$ cat src/rtl/kmap_out_event_filter.sv
// Debounce, event counting and valid/ready event reporting for the OR-stage
// K-map output. The raw input is synchronised before any qualification.
module kmap_out_event_filter #(
   parameter int STABLE_CYCLES = 4,
   parameter int CNT_W         = 8
) (
   input  logic             clk,
   input  logic             aresetn,
   input  logic             in,
   output logic             filt_out,
   output logic             evt_valid,
   input  logic             evt_ready,
   output logic [CNT_W-1:0] evt_count,
   output logic             evt_overflow,
   output logic [CNT_W-1:0] total_count
);

   localparam int QW = (STABLE_CYCLES > 1) ? $clog2(STABLE_CYCLES) : 1;
   localparam logic [QW-1:0] QMAX = QW'(STABLE_CYCLES - 1);

   typedef enum logic [1:0] {LOW, RISE_Q, HIGH, FALL_Q} qual_t;

   logic             s1;
   logic             in_s;
   qual_t            state;
   logic [QW-1:0]    qcnt;
   logic             qual_done;
   logic             rise;
   logic             xfer;
   logic [CNT_W-1:0] total_next;

   always_ff @(posedge clk or negedge aresetn) begin
      if (!aresetn) begin
         s1   <= 1'b0;
         in_s <= 1'b0;
      end else begin
         s1   <= in;
         in_s <= s1;
      end
   end

   // qcnt is zero in LOW/HIGH, so qual_done there only holds when STABLE_CYCLES is 1
   always_comb begin
      qual_done  = (qcnt == QMAX);
      rise       = in_s && ((state == LOW) || (state == RISE_Q)) && qual_done;
      xfer       = evt_valid && evt_ready;
      total_next = (total_count == {CNT_W{1'b1}}) ? total_count : total_count + CNT_W'(1);
   end

   always_ff @(posedge clk or negedge aresetn) begin
      if (!aresetn) begin
         state    <= LOW;
         qcnt     <= '0;
         filt_out <= 1'b0;
      end else begin
         case (state)
            LOW: begin
               if (in_s) begin
                  if (qual_done) begin
                     state    <= HIGH;
                     filt_out <= 1'b1;
                  end else begin
                     state <= RISE_Q;
                     qcnt  <= qcnt + QW'(1);
                  end
               end
            end
            RISE_Q: begin
               if (!in_s) begin
                  state <= LOW;
                  qcnt  <= '0;
               end else if (qual_done) begin
                  state    <= HIGH;
                  filt_out <= 1'b1;
                  qcnt     <= '0;
               end else begin
                  qcnt <= qcnt + QW'(1);
               end
            end
            HIGH: begin
               if (!in_s) begin
                  if (qual_done) begin
                     state    <= LOW;
                     filt_out <= 1'b0;
                  end else begin
                     state <= FALL_Q;
                     qcnt  <= qcnt + QW'(1);
                  end
               end
            end
            FALL_Q: begin
               if (in_s) begin
                  state <= HIGH;
                  qcnt  <= '0;
               end else if (qual_done) begin
                  state    <= LOW;
                  filt_out <= 1'b0;
                  qcnt     <= '0;
               end else begin
                  qcnt <= qcnt + QW'(1);
               end
            end
            default: begin
               state    <= LOW;
               qcnt     <= '0;
               filt_out <= 1'b0;
            end
         endcase
      end
   end

   // A stalled report keeps its count; a new event arriving then is counted but lost
   always_ff @(posedge clk or negedge aresetn) begin
      if (!aresetn) begin
         evt_valid    <= 1'b0;
         evt_count    <= '0;
         evt_overflow <= 1'b0;
         total_count  <= '0;
      end else begin
         if (rise) begin
            total_count <= total_next;
            if (!evt_valid || evt_ready) begin
               evt_count <= total_next;
               evt_valid <= 1'b1;
            end else begin
               evt_overflow <= 1'b1;
            end
         end else if (xfer) begin
            evt_valid <= 1'b0;
         end
      end
   end

endmodule

$ cat config.mk
export PLATFORM = sky130hd
export DESIGN_NAME = kmap_out_event_filter
export DESIGN_NICKNAME = d
export VERILOG_FILES = /design/src/rtl/kmap_out_event_filter.sv
export SDC_FILE = /design/constraint.sdc
export NUM_CORES = 1
export LEC_CHECK = 0
export BUFFER_PORTS_ARGS = -buffer_cell sky130_fd_sc_hd__buf_2
export CORE_UTILIZATION = 49
export CTS_CLUSTER_DIAMETER = 200
export DETAILED_ROUTE_END_ITERATION = 16
export PLACE_DENSITY = 0.7
export SLEW_MARGIN = 40
export SYNTH_ARGS = -nofsm -noshare
export SYNTH_HDL_FRONTEND = slang
export SYNTH_SLANG_ARGS = --single-unit
$ cat constraint.sdc
create_clock -name clk -period 2.4 [get_ports clk]
set_input_delay 0 -clock clk [delete_from_list [all_inputs] [get_ports clk]]
set_output_delay 0 -clock clk [all_outputs]
set_load 0.01 [all_outputs]
Word-level counts from Yosys, hierarchy flattened. Cells that the tools add are included.

Register bits after elaboration: 25. Word-level logic and storage cells: 67.

$add $sub $neg: 2. Equal/unequal tests: 14. Mux-type cells: 25. Bitwise gates (word level): 1. Reductions and logical operators: 16.

Operators with widths (count): $mux 2 (14); $pmux 2 s4 (2); $add 8x1->8 const B (1); $eq 8x8->1 const B (1); $mux 8 (1); $ne 2x1->1 const B (4); $reduce_and 2->1 (4); $reduce_and 4->1 (2); $mux 1 (7); $eq 2x2->1 const B (3); $ne 2x2->1 const B (3); $ne 3x3->1 const B (2); $reduce_or 2->1 (2); $logic_and 1x1->1 (3); $add 2x1->2 const B (1); $eq 2x1->1 const B (1); $logic_not 2->1 (1); $logic_or 1x1->1 (2); $pmux 1 s2 (1); $reduce_bool 2->1 (1); $logic_not 1->1 (1); $not 1->1 (1).

Depth between registers and ports, before layout.
Depth in word-level cells: 6. Mapped depth: 7.

Least setup slack after synthesis. Ideal clock, no wire load.

Kind: register to register. Start point: register total_count[0]. End point: register total_count[6]. Data arrival time: 1.514 ns. Required time: 2.273 ns. Path slack: 0.758 ns. Cell stages (with the launch flop): 6. Cell sequence: dfrtp_1 > ha_1 > nand4_2 > or2_1 > nor2_1 > mux2_1.

Cells in the longest elaborated chain, start to end: 2. Elaborated cells on any way between the ends: 3. Those cells by class: add/sub (1); eq/ne (1); mux (1).

RTL lines: from (decl) (line 15) `output logic [CNT_W-1:0] total_count`; from (signal assigned) (line 121) `total_count <= total_next;`; $add 8x1->8 or $eq 8x8->1 (tied branches) (line 47) `total_next = (total_count == {CNT_W{1'b1}}) ? total_count : total_count + CNT_W'(1);`; $mux 8 (*) (line 47).

Mark *: on every way between the ends. The rest lies on a longest branch, timed or not. A chain may end at the register's enable or synchronous reset.

Final worst setup path. Same ends and word-level chain as after synthesis.

==> metrics <==
Die Wd 51.1 um; H-tree Lvls 1; Yosys top cell area share 0.530; Critical Path Start total_count[0]$_DFFE_PN0P_; YS warnings 0; fraction of the mapped netlist area in adder cells 0.0318; IO Port Bufs 22; Clk Tree Root Cell clkbuf_4; outcome completed; Pleak 0.670 nW; reg-to-reg slack, setup 0.68 ns; Cells after Synth 110; Total GRT Usage 0.196; Synth Area per Inst 10.7 um2; Post-Synth XOR/XNOR Area 0.0371; layout cell share with drive strength beyond 1 0.259; Max Cap Violations 0; Synth Cell Area 1180 um2; Worst-path clk slew about 0.14 ns; main combinational cell family by area after synthesis simple AND/OR/NAND/NOR gates; initial core utilization 0.529; cell taking the most area after synthesis dfrtp_1; commonest cells after routing, fill and taps aside dfrtp_1 (25), buf_2 (22), nand2_1 (13); Synth area leaders dfrtp_1 (53%), nand2_1 (4.1%), ha_1 (3.2%), xnor2_1 (3.0%), mux2_2 (2.9%); vias in the first global route just under 900; Finished Cell Area ~1400 um2; deepest clock path buffer count 2; Die ar. 2610 um2; DP HPWL 1570 um; pin count of the biggest net entering global routing 26; Reg2Reg Capture Point total_count[6]$_DFFE_PN0P_; Routed WL 2180 um; clock latency on the worst-skew pair 0.32 ns; Nets 143; Slew Limit Headroom 0.624; clock buffers created by TritonCTS 3; GPL Wtd Cong 0.810; Fillers about 200; antenna cells 0; post-synthesis mux area share 0.0763; Area after DPL 1310 um2; die height between 50 and 60 um; RSZ-0062 raised after global routing no; Setup Skew 0.0122 ns; first-pass GRT wire length ~3800 um; Syn Nets 117; Fmax 581 MHz; fin util 0.607; pwr/cell area 867 nW/um2; sequential area share after synthesis 0.530; area added between synthesis and finish 14.7%; hold depth 3; Top Ports 23; worst vdd ir 0.518 mV; Crit Path Class reg -> reg; Synth cell types 38; CP Launch Type register; Core Footprint 2230 um2; Worst EP required 2.62 ns; Final min period 1.72 ns; r2r worst-path depth 5; top cell family by delay on the critical path simple AND/OR/NAND/NOR gates; Routed Antenna Nets 0; Fin. Hold Viols 0; CTS tree done; # setup viols final 0; WHS Endpoint evt_valid$_DFFE_PN0P_; Pre-Repair DR Iteration Count 4; total number of vias a little under 900; post-synthesis simple-gate area fraction 0.173; worst-path cell chain ha_1, nand4_2, or2_1, nor2_1, mux2_1; Worst Hold Launch evt_ready; critical path's largest stage delay 0.47 ns; Tcrit/Tclk final 0.717; Compound-Gate Fraction of Synth Area 0.128; worst path bufs/invs 0; initial antenna violation count 0; Yosys reg bits 25; Crit. End Element register; CP Data Arrival Time roughly 1.9 ns; DR WL/cell 13.4 um; drt initial violations 10; vias per cell around 5.4; total congestion overflow 0; DRC Markers 0; r2r startpoint total_count[0]$_DFFE_PN0P_; Slew @ Worst Pin 0.564 ns; Clock Sinks 25; worst min-delay path category in -> reg; commonest non-fill, non-tap cell in the layout dfrtp_1; Slowest cell on crit path dfrtp_1; final setup TNS 0 ns; post-CTS resize count 0; Slew Viols, Final 0; Core Rows 17; Crit Path Max Fanout 5
==> registers in the layout (all words and copies together), names as in the netlist <==
signal and count:
evt_count 8, evt_overflow 1, evt_valid 1, filt_out 1
in_s 1, qcnt 2, s1 1, state 2
total_count 8
==> area by class of cell <==
type | count | area (um2) | share of cell area
clock buffer | 4 | 26.3 | 0.0194
inverter | 3 | 11.3 | 0.00831
multi-input combinational | 79 | 527 | 0.389
sequential | 25 | 626 | 0.462
tap | 28 | 35.0 | 0.0259
timing repair buffer | 24 | 130 | 0.0960
==> Yosys cell counts (all sizes together) <==
library cell / instances
dfrtp: 25
nand2: 14
o21ai: 12
nor2: 8
mux2: 5
a21oi: 4
nand3: 4
xnor2: 4
buf: 3
ha: 3
inv: 3
mux2i: 3
a22o: 2
and3: 2
nand2b: 2
nor3: 2
or2: 2
a2111oi: 1
a21o: 1
a31o: 1
and3b: 1
nand3b: 1
nand4: 1
nor2b: 1
o2111ai: 1
o21bai: 1
o311ai: 1
or3: 1
xor2: 1
==> worst max-delay path by stage <==
stage / to / slack, ns / depth (start not counted)
2_1_floorplan: total_count[6]$_DFFE_PN0P_ / 0.76 / 5
3_3_place_gp: total_count[6]$_DFFE_PN0P_ / 0.77 / 5
4_1_cts: total_count[6]$_DFFE_PN0P_ / 0.66 / 5
3_5_place_dp: total_count[6]$_DFFE_PN0P_ / 0.68 / 5
5_1_grt: total_count[6]$_DFFE_PN0P_ / 0.54 / 5
6_report: total_count[6]$_DFFE_PN0P_ / 0.68 / 5
==> power breakdown <==
part	switching, mW	total [mW]	internal [mW]
registers	0.100	0.618	0.518
logic	0.186	0.372	0.185
clock network	0.120	0.185	0.0649
total	0.406	1.17	0.768
==> logic make-up after synthesis <==
| group | count (synthesis) |
|---|---|
| buffers and inverters | 6 |
| AO/OA/AOI/OAI | 24 |
| multiplexers | 8 |
| AND/OR/NAND/NOR | 39 |
| adder cells (fa/ha/maj) | 3 |
| XOR/XNOR | 5 |
| flip-flops | 25 |
==> stage by stage <==
stage               std cells  hold WS (ns)  total power, mW  setup WS [ns]
finish                    163        0.0571             1.17          0.678
global route              163        0.0697             1.26          0.545
CTS                       163        0.0538             1.19          0.659
detailed placement        157        0.0247             1.00          0.682
global placement          157        0.0137            0.976          0.770
floorplan                 110        -0.296            0.867          0.758
==> timing repair <==
action | in CTS | in global routing
hold buffers | 2 | 0
endpoints found under the hold margin | 26 | 0
buffers inserted | 0 | 0
endpoints found under the setup margin | 0 | 0
==> worst reg2reg max path: stages (launching register included) <==
cell	delay [ns]
dfrtp_1	0.47
ha_1	0.28
nand4_2	0.16
or2_1	0.28
nor2_1	0.12
mux2_1	0.34
==> metal layers <==
layer  part of all wire  up-vias  GRT usage
li1                   -      437          -
met1               0.49      419      0.238
met5                  0        -          0
met4              0.011        0     0.0694
met3              0.033        4     0.0268
met2               0.47       21      0.351
(Power assumes the default switching activity.)
